--- config.mk ---
export PLATFORM = sky130hd
export DESIGN_NAME = fifo_sync_param
export DESIGN_NICKNAME = d
export VERILOG_FILES = /design/src/rtl/fifo_defs.sv /design/src/rtl/fifo_mem_2p.sv /design/src/rtl/fifo_sync_param.sv
export SDC_FILE = /design/constraint.sdc
export NUM_CORES = 1
export LEC_CHECK = 0
export CORE_MARGIN = 8
export CORE_UTILIZATION = 35
export DETAILED_ROUTE_END_ITERATION = 10
export PLACE_DENSITY = 0.51
export SETUP_SLACK_MARGIN = 0.5
export SYNTH_ARGS = -nofsm -noshare
export SYNTH_HDL_FRONTEND = slang
export SYNTH_SLANG_ARGS = --single-unit
--- constraint.sdc ---
create_clock -name clk -period 2.7 [get_ports clk]
set_input_delay 0.405 -clock clk [delete_from_list [all_inputs] [get_ports clk]]
set_output_delay 0.405 -clock clk [all_outputs]
set_load 0.01 [all_outputs]
--- src/rtl/fifo_defs.sv ---
// Shared definitions for the synchronous FIFO: default geometry, width helpers
// and the decoded per-cycle operation record.
package fifo_defs;

  localparam int DEFAULT_WIDTH  = 10;
  localparam int DEFAULT_LENGHT = 8;
  localparam int DEFAULT_AF_TH  = 6;
  localparam int DEFAULT_AE_TH  = 2;

  // Decoded outcome of one cycle's push/pop requests against the current occupancy.
  typedef struct packed {
    logic push;
    logic pop;
    logic ovf;
    logic unf;
  } fifo_op_t;

  // Ceiling log2, used to size pointers (depth is a power of two, so this is exact).
  function automatic int clog2(input int value);
    int result;
    int remaining;
    result    = 0;
    remaining = value - 1;
    while (remaining > 0) begin
      result    = result + 1;
      remaining = remaining >> 1;
    end
    return result;
  endfunction

endpackage

--- src/rtl/fifo_mem_2p.sv ---
// Simple dual-port RAM: one write port and one registered read port with
// independent addresses. The read register holds its value between reads.
module fifo_mem_2p
  import fifo_defs::*;
#(
  parameter int  WIDTH = DEFAULT_WIDTH,
  parameter int  DEPTH = DEFAULT_LENGHT,
  localparam int AW    = clog2(DEPTH)
) (
  input  logic             clk,
  input  logic             reset,
  input  logic             wr_en,
  input  logic [AW-1:0]    wr_addr,
  input  logic [WIDTH-1:0] wr_data,
  input  logic             rd_en,
  input  logic [AW-1:0]    rd_addr,
  output logic [WIDTH-1:0] rd_data
);

  logic [WIDTH-1:0] mem [DEPTH];

  // Storage array; contents survive reset, only the control state is cleared.
  always_ff @(posedge clk) begin
    if (wr_en) begin
      mem[wr_addr] <= wr_data;
    end
  end

  // Registered read; reads see the old word when the same address is written this edge.
  always_ff @(posedge clk) begin
    if (reset) begin
      rd_data <= '0;
    end else if (rd_en) begin
      rd_data <= mem[rd_addr];
    end
  end

endmodule

--- src/rtl/fifo_sync_param.sv ---
// Parametrised single-clock FIFO: pointer, occupancy and flag control around
// a dual-port RAM, with sticky overflow/underflow error reporting.
module fifo_sync_param
  import fifo_defs::*;
#(
  parameter int  MEM_WIDTH       = DEFAULT_WIDTH,
  parameter int  MEM_LENGHT      = DEFAULT_LENGHT,
  parameter int  ALMOST_FULL_TH  = DEFAULT_AF_TH,
  parameter int  ALMOST_EMPTY_TH = DEFAULT_AE_TH,
  localparam int ADDR_W          = clog2(MEM_LENGHT),
  localparam int CNT_W           = ADDR_W + 1
) (
  input  logic                 clk,
  input  logic                 reset,
  input  logic [MEM_WIDTH-1:0] fifo_Data_in,
  input  logic                 write_enable,
  input  logic                 read_enable,
  output logic [MEM_WIDTH-1:0] fifo_Data_out,
  output logic                 data_valid,
  output logic                 full,
  output logic                 empty,
  output logic                 almost_full,
  output logic                 almost_empty,
  output logic [CNT_W-1:0]     count,
  output logic                 overflow,
  output logic                 underflow
);

  logic [ADDR_W-1:0] wr_ptr;
  logic [ADDR_W-1:0] rd_ptr;
  logic [CNT_W-1:0]  count_q;
  logic              overflow_q;
  logic              underflow_q;
  logic              data_valid_q;
  fifo_op_t          op;

  // Decide which requests are accepted; a pop frees the slot a same-cycle push needs when full.
  always_comb begin
    op     = '0;
    op.pop  = read_enable && !empty;
    op.push = write_enable && (!full || read_enable);
    op.ovf  = write_enable && full && !read_enable;
    op.unf  = read_enable && empty;
  end

  fifo_mem_2p #(
    .WIDTH (MEM_WIDTH),
    .DEPTH (MEM_LENGHT)
  ) u_mem (
    .clk     (clk),
    .reset   (reset),
    .wr_en   (op.push && !reset),
    .wr_addr (wr_ptr),
    .wr_data (fifo_Data_in),
    .rd_en   (op.pop && !reset),
    .rd_addr (rd_ptr),
    .rd_data (fifo_Data_out)
  );

  // Pointers advance on accepted operations and wrap naturally at the depth.
  always_ff @(posedge clk) begin
    if (reset) begin
      wr_ptr <= '0;
      rd_ptr <= '0;
    end else begin
      if (op.push) begin
        wr_ptr <= wr_ptr + ADDR_W'(1);
      end
      if (op.pop) begin
        rd_ptr <= rd_ptr + ADDR_W'(1);
      end
    end
  end

  // Occupancy tracks the net effect of the cycle; push+pop together leaves it unchanged.
  always_ff @(posedge clk) begin
    if (reset) begin
      count_q <= '0;
    end else begin
      case ({op.push, op.pop})
        2'b10:   count_q <= count_q + CNT_W'(1);
        2'b01:   count_q <= count_q - CNT_W'(1);
        default: count_q <= count_q;
      endcase
    end
  end

  // Error flags latch on the first offending request and only reset clears them.
  always_ff @(posedge clk) begin
    if (reset) begin
      overflow_q  <= 1'b0;
      underflow_q <= 1'b0;
    end else begin
      if (op.ovf) begin
        overflow_q <= 1'b1;
      end
      if (op.unf) begin
        underflow_q <= 1'b1;
      end
    end
  end

  // data_valid marks the single cycle in which a freshly popped word sits on the output.
  always_ff @(posedge clk) begin
    if (reset) begin
      data_valid_q <= 1'b0;
    end else begin
      data_valid_q <= op.pop;
    end
  end

  assign count        = count_q;
  assign full         = (count_q == CNT_W'(MEM_LENGHT));
  assign empty        = (count_q == '0);
  assign almost_full  = (count_q >= CNT_W'(ALMOST_FULL_TH));
  assign almost_empty = (count_q <= CNT_W'(ALMOST_EMPTY_TH));
  assign overflow     = overflow_q;
  assign underflow    = underflow_q;
  assign data_valid   = data_valid_q;

endmodule
==> results_dict.tcl, run 1 <==
set metrics [dict create \
    period_share_pct 85.0 \
    synth-seq-cells 103 \
    ys_warn_count 0 \
    ys_types 34 \
    required_ps 2980 \
    clkPwrFrac_pct 30.0 \
    seqPwrFrac_pct 45.2 \
    vias 2213 \
    cts_made_buffers 9 \
    post_layout_nonfiller_instances 443 \
    grt_first_pass_wirelength_um 13200 \
    synth_cells 236 \
    ys_seq_area_share_pct 71.6 \
    swShare_pct 27.1 \
    clk_latency_ps 340 \
    grt_max_degree 23 \
    ios 35 \
    num_rows 39 \
    layout_common_cells "edfxtp_1, clkdlybuf4s50_1, buf_4, nor2_1" \
    dpl.hpwl_um 5510 \
    antenna_found_initial 0 \
    die-area_um2 15100 \
    wirelength_um 8630 \
    ir_drop_mv 0.333 \
    clock_skew_ps 6.25 \
    hold_class "reg2reg" \
    ant_nets 0 \
    p_int_w 0.00312 \
    synth_fp_nets 254 \
    hold_viol_final 0 \
    h-tree-depth 3 \
    clk_pin_slew_worst_paths_ps 70 \
    diodes 0 \
    die_x_um 123 \
    power.density_nw_per_um2 852 \
    post-route-min-period_ps 2300 \
    grt_pass1_vias 2188 \
    drive_above_1_share_pct 26.3 \
    fin_tns_setup_ps 0 \
    syn-mean-instance-area_um2 16.9 \
    coreArea_um2 11300 \
    worstSetupPathType "reg2reg" \
    power_switching_w 0.00116 \
    synthesis.area_um2 4000 \
    finalSetupViolations 0 \
    cts_root_buf "clkbuf_16" \
    clkSinkCount 103 \
    syn_to_final_growth_pct 25.4 \
    cts_tree "built" \
    leakage_nw 1.67 \
    place.gp.congestion 0.724 \
    fmax_mhz 436 \
    drv_slew 0 \
    final_common_cell "edfxtp_1" \
    clk_path_buf_depth 2 \
    critPathLaunchType "flip-flop" \
    critPathCaptureType "flip-flop" \
    maxCapViolations 0 \
    drtIter0Drc 105 \
    rsz0062_at_grt "yes" \
    grt_overflow 0 \
    grt_usage_pct 12.2 \
    portBuffers 34 \
    die_h_um 123 \
    wl_per_cell_um 19.5 \
    worst_slew_pin_slew_ps 468 \
    critPathMaxFanout 2 \
    status "finished clean" \
    crit_arrival_ps 2580 \
    placed_cells 419 \
    drt-vias-per-instance 5.00 \
    ctsHoldBuffers 0 \
    firstDrtPassIters 5 \
    start_util_pct 35.5 \
    nNetsFinal 313 \
    design_power_total_w 0.00427 \
    slew_headroom_pct 68.8 \
    route.detailed.drc 0 \
    p_comb_share_pct 24.8 \
]
[kinds of logic (layout without fill, tap and decap cells)]
| kind of cell | Yosys count | in the layout | share of synthesized area (%) |
|---|---|---|---|
| DFF | 103 | 103 | 71.6 |
| and+or+nand+nor | 60 | 60 | 7.54 |
| AOI/OAI and AO/OA | 24 | 24 | 4.19 |
| muxes | 24 | 24 | 12.3 |
| buffers and inverters | 16 | 80 | 2.06 |
| xor gates and xnor gates | 5 | 5 | 1.09 |
| adders and majority gates | 4 | 4 | 1.25 |
[worst max-delay path: stages (launching register included)]
cell and delay, ps:
dfxtp_4 350, or4b_4 540, o21ai_4 200, ha_4 170, xor2_2 60, ha_2 190
o21a_1 190, or4_1 410, a21oi_2 120
[power groups by stage]
stage | registers [W] | logic (W) | clock network (W)
after detailed placement | 0.00198 | 0.00100 | 0
after global placement | 0.00198 | 0.000998 | 0
after global routing | 0.00195 | 0.00117 | 0.00137
final | 0.00193 | 0.00106 | 0.00128
after floorplan | 0.00199 | 0.000559 | 0
after CTS | 0.00194 | 0.00103 | 0.00131
[metrics by stage]
| stage | utilization (%) | hold WS [ps] | instance area, um2 | setup slack [ps] |
|---|---|---|---|---|
| finish | 44.5 | 474 | 5020 | 404 |
| global placement | 41.1 | 450 | 4640 | 264 |
| floorplan | - | 475 | 4020 | 164 |
| CTS | 44.0 | 472 | 4960 | 407 |
| detailed placement | 41.1 | 454 | 4640 | 245 |
| global route | 44.5 | 521 | 5020 | 331 |
[synthesized netlist by cell type (all sizes together)]
cell,n,area share (%)
edfxtp,80,60
nor2,24,2.3
dfxtp,23,12
mux4,20,11
nor3,14,1.8
o22ai,11,1.7
buf,9,1.4
clkbuf,5,0.47
nand2b,5,0.78
xor2,5,1.1
a21oi,4,0.50
ha,4,1.3
nand2,4,0.38
nor4,4,0.63
mux2i,3,0.75
nor2b,3,0.47
inv,2,0.19
o211ai,2,0.38
o21ai,2,0.53
a211oi,1,0.19
a2bb2oi,1,0.22
and3b,1,0.22
mux2,1,0.28
nand3,1,0.12
nor3b,1,0.19
nor4b,1,0.22
o21a,1,0.19
o31ai,1,0.19
o41a,1,0.28
or4,1,0.19
or4b,1,0.34
[metal layers]
| layer | vias up | global-route usage (%) | part of all wire, % |
|---|---|---|---|
| met5 | - | 0 | 0 |
| met4 | 0 | 5.94 | 2.0 |
| met3 | 12 | 2.79 | 4.6 |
| met2 | 45 | 20.0 | 50 |
| met1 | 1110 | 14.9 | 43 |
| li1 | 1046 | - | - |
[state kept, by name, indices dropped and copies added (netlist names)]
register       flops
u_mem.mem         80
u_mem.rd_data     10
overflow           1
data_valid         1
rd_ptr             3
wr_ptr             3
count              4
underflow          1
[final cells by class]
type                    instances  area, um2
fillers                      1004       6250
flip-flops and latches        103       2870
multi-input cells             117       1120
repair buffers                 62        548
clock buffers                  10        229
well taps                     143        179
clock inverters                 6       60.1
inverters                       2       7.51
[worst paths after layout]
path | depth (start not counted) | to | from | slack, ps
max | 8 | count[2] | count[1] | 400
min | 2 | underflow | underflow | 470
max reg2reg | 8 | count[2] | count[1] | 400
min reg2reg | 2 | underflow | underflow | 470
[timing repair]
item                                    in CTS  in global routing
buffers inserted                             4                  4
resized for setup                            6                  5
pin swaps                                    3                  4
endpoints found under the setup margin       3                  2
(Power assumes the default switching activity.)
==> inputs of run 2 (changes only) <==
CAP_MARGIN = 20   (was not set)
==> results of run 2 <==
Final layout, timing and power as in run 1 (identical DEF).
==> inputs of run 3 (changes only) <==
PLACE_DENSITY = 0.49   (was 0.51)
clock period = 2.6 ns   (was 2.7 ns; I/O delays follow)
==> run 3 against run 2 <==
  * Global-route usage decreased by 0.31 points
  * Combinational power increased by 8%
  * Critical endpoint unchanged
  * Clock-buffer cell count decreased by 1
==> results_dict.tcl, run 3 (synthesized netlist as in run 1, its figures left out) <==
set metrics [dict create \
    status "finished clean" \
    portBuffers 34 \
    power.density_nw_per_um2 868 \
    critPathCaptureType "flip-flop" \
    die-area_um2 15100 \
    clk_latency_ps 340 \
    cts_root_buf "clkbuf_16" \
    antenna_found_initial 0 \
    die_h_um 123 \
    finalSetupViolations 0 \
    fin_util_pct 44.4 \
    start_util_pct 35.5 \
    coreArea_um2 11300 \
    grt_overflow 0 \
    critPathMaxFanout 3 \
    hold_end "overflow" \
    wl_met3_um 310 \
    hold_class "reg2reg" \
    post-route-min-period_ps 2340 \
    firstDrtPassIters 4 \
    crit_chain "or4b_4 > o21ai_4 > ha_4 > xor2_1 > ha_2 > o21a_1 > or4_4 > a21oi_2" \
    grt_max_degree 25 \
    diodes 0 \
    worstHoldStart "overflow" \
    leakage_nw 1.66 \
    fin_tns_setup_ps 0 \
    wl_per_cell_um 19.3 \
    rr_endpoint "count[2]" \
    syn_to_final_growth_pct 25.1 \
    setup_ws_ps 257 \
    worst_path_max_delay_cell "or4b_4" \
    wl_met1_um 4050 \
    crit_path_max_incr_delay_ps 570 \
    maxUsedRoutingLayer "met4" \
    slew_headroom_pct 63.7 \
    drt-vias-per-instance 4.98 \
    die_x_um 123 \
    maxCapViolations 0 \
    startpoint "count[0]" \
    num_rows 39 \
    hold_viol_final 0 \
    worst_slew_pin_slew_ps 544 \
    worstSetupPathType "reg2reg" \
    place.gp.congestion 0.709 \
    max_flop_register "u_mem.mem" \
    period_share_pct 90.1 \
    ios 35 \
    cp_num_buf_inv 0 \
    critical_path.top_delay_family "simple AND/OR/NAND/NOR gates" \
    regToRegSetupSlack_ps 260 \
    regToRegStartpoint "count[0]" \
    post-place-ws_ps 121 \
    crit_arrival_ps 2620 \
    cp.depth 8 \
    layout_common_cells "edfxtp_1, clkdlybuf4s50_1, buf_4, nor2_1, dfxtp_1" \
    ff2ff_path_depth 8 \
    clk_path_buf_depth 2 \
    ant_nets 0 \
    rsz0062_at_grt "yes" \
    ir_drop_mv 0.516 \
    whs_path_depth 2 \
    grt_pass1_vias 2252 \
    grt_first_pass_wirelength_um 13000 \
    placed_area_um2 4660 \
    wl_met2_um 4080 \
    clock_skew_ps 10.7 \
    required_ps 2880 \
    h-tree-depth 3 \
    fin_hold_ws_ps 479 \
    drv_slew 0 \
    vias 2199 \
    nNetsFinal 313 \
    largest_register_ffs 80 \
    finalInstanceArea_um2 5010 \
    route.detailed.drc 0 \
    grt_usage_pct 11.9 \
    drtIter0Drc 141 \
    drive_above_1_share_pct 26.1 \
    critPathLaunchType "flip-flop" \
    cts_tree "built" \
    cts_made_buffers 9 \
    clkSinkCount 103 \
    fmax_mhz 427 \
    clk_pin_slew_worst_paths_ps 70 \
    dpl.hpwl_um 5530 \
    final_common_cell "edfxtp_1" \
    wirelength_um 8540 \
]
==> run 3: how the worst max path moves through the flow <==
stage          endpoint  slack, ps
2_1_floorplan  count[2]         60
3_3_place_gp   count[2]        150
3_5_place_dp   count[2]        120
4_1_cts        count[2]        310
5_1_grt        count[2]        190
6_report       count[2]        260
==> run 3: timing repair <==
item | 4_1_cts | 5_1_grt
resized for setup | 2 | 9
setup buffers | 3 | 4
hold buffers | 0 | 0
endpoints found under the setup margin | 4 | 5
pin swaps | 3 | 8
==> run 3: layout make-up <==
cell class	count	area (um2)
Timing Repair Buffer	62	568
Tap cell	143	179
Fill cell	1014	6270
Clock inverter	6	37.5
Inverter	2	7.51
Clock buffer	9	225
Sequential cell	103	2870
Multi-Input combinational cell	117	1120
==> run 3: power by group <==
group	internal, W	switching (W)
Combinational	0.000599	0.000541
Clock	0.000640	0.000564
Sequential	0.00191	0.0000908
Total	0.00315	0.00120
==> run 3: per-stage QoR <==
step	total power, W	cells
6_report	0.00435	442
5_1_grt	0.00455	442
4_1_cts	0.00434	438
3_5_place_dp	0.00311	420
3_3_place_gp	0.00311	420
2_1_floorplan	0.00265	236
==> run 3: worst register-to-register path: cells and delay by family (launching register included) <==
family	cells	cell delay [ps]
DFF	1	320
and+or+nand+nor	2	1050
xor gates and xnor gates	1	70
AOI/OAI and AO/OA	3	500
adders and majority gates	2	350
==> run 3: layer usage <==
layer  up-vias  track usage (%)
met1      1117             15.6
li1       1045                -
met5         -                0
met4         0             5.26
met3         4             2.28
met2        33             18.8
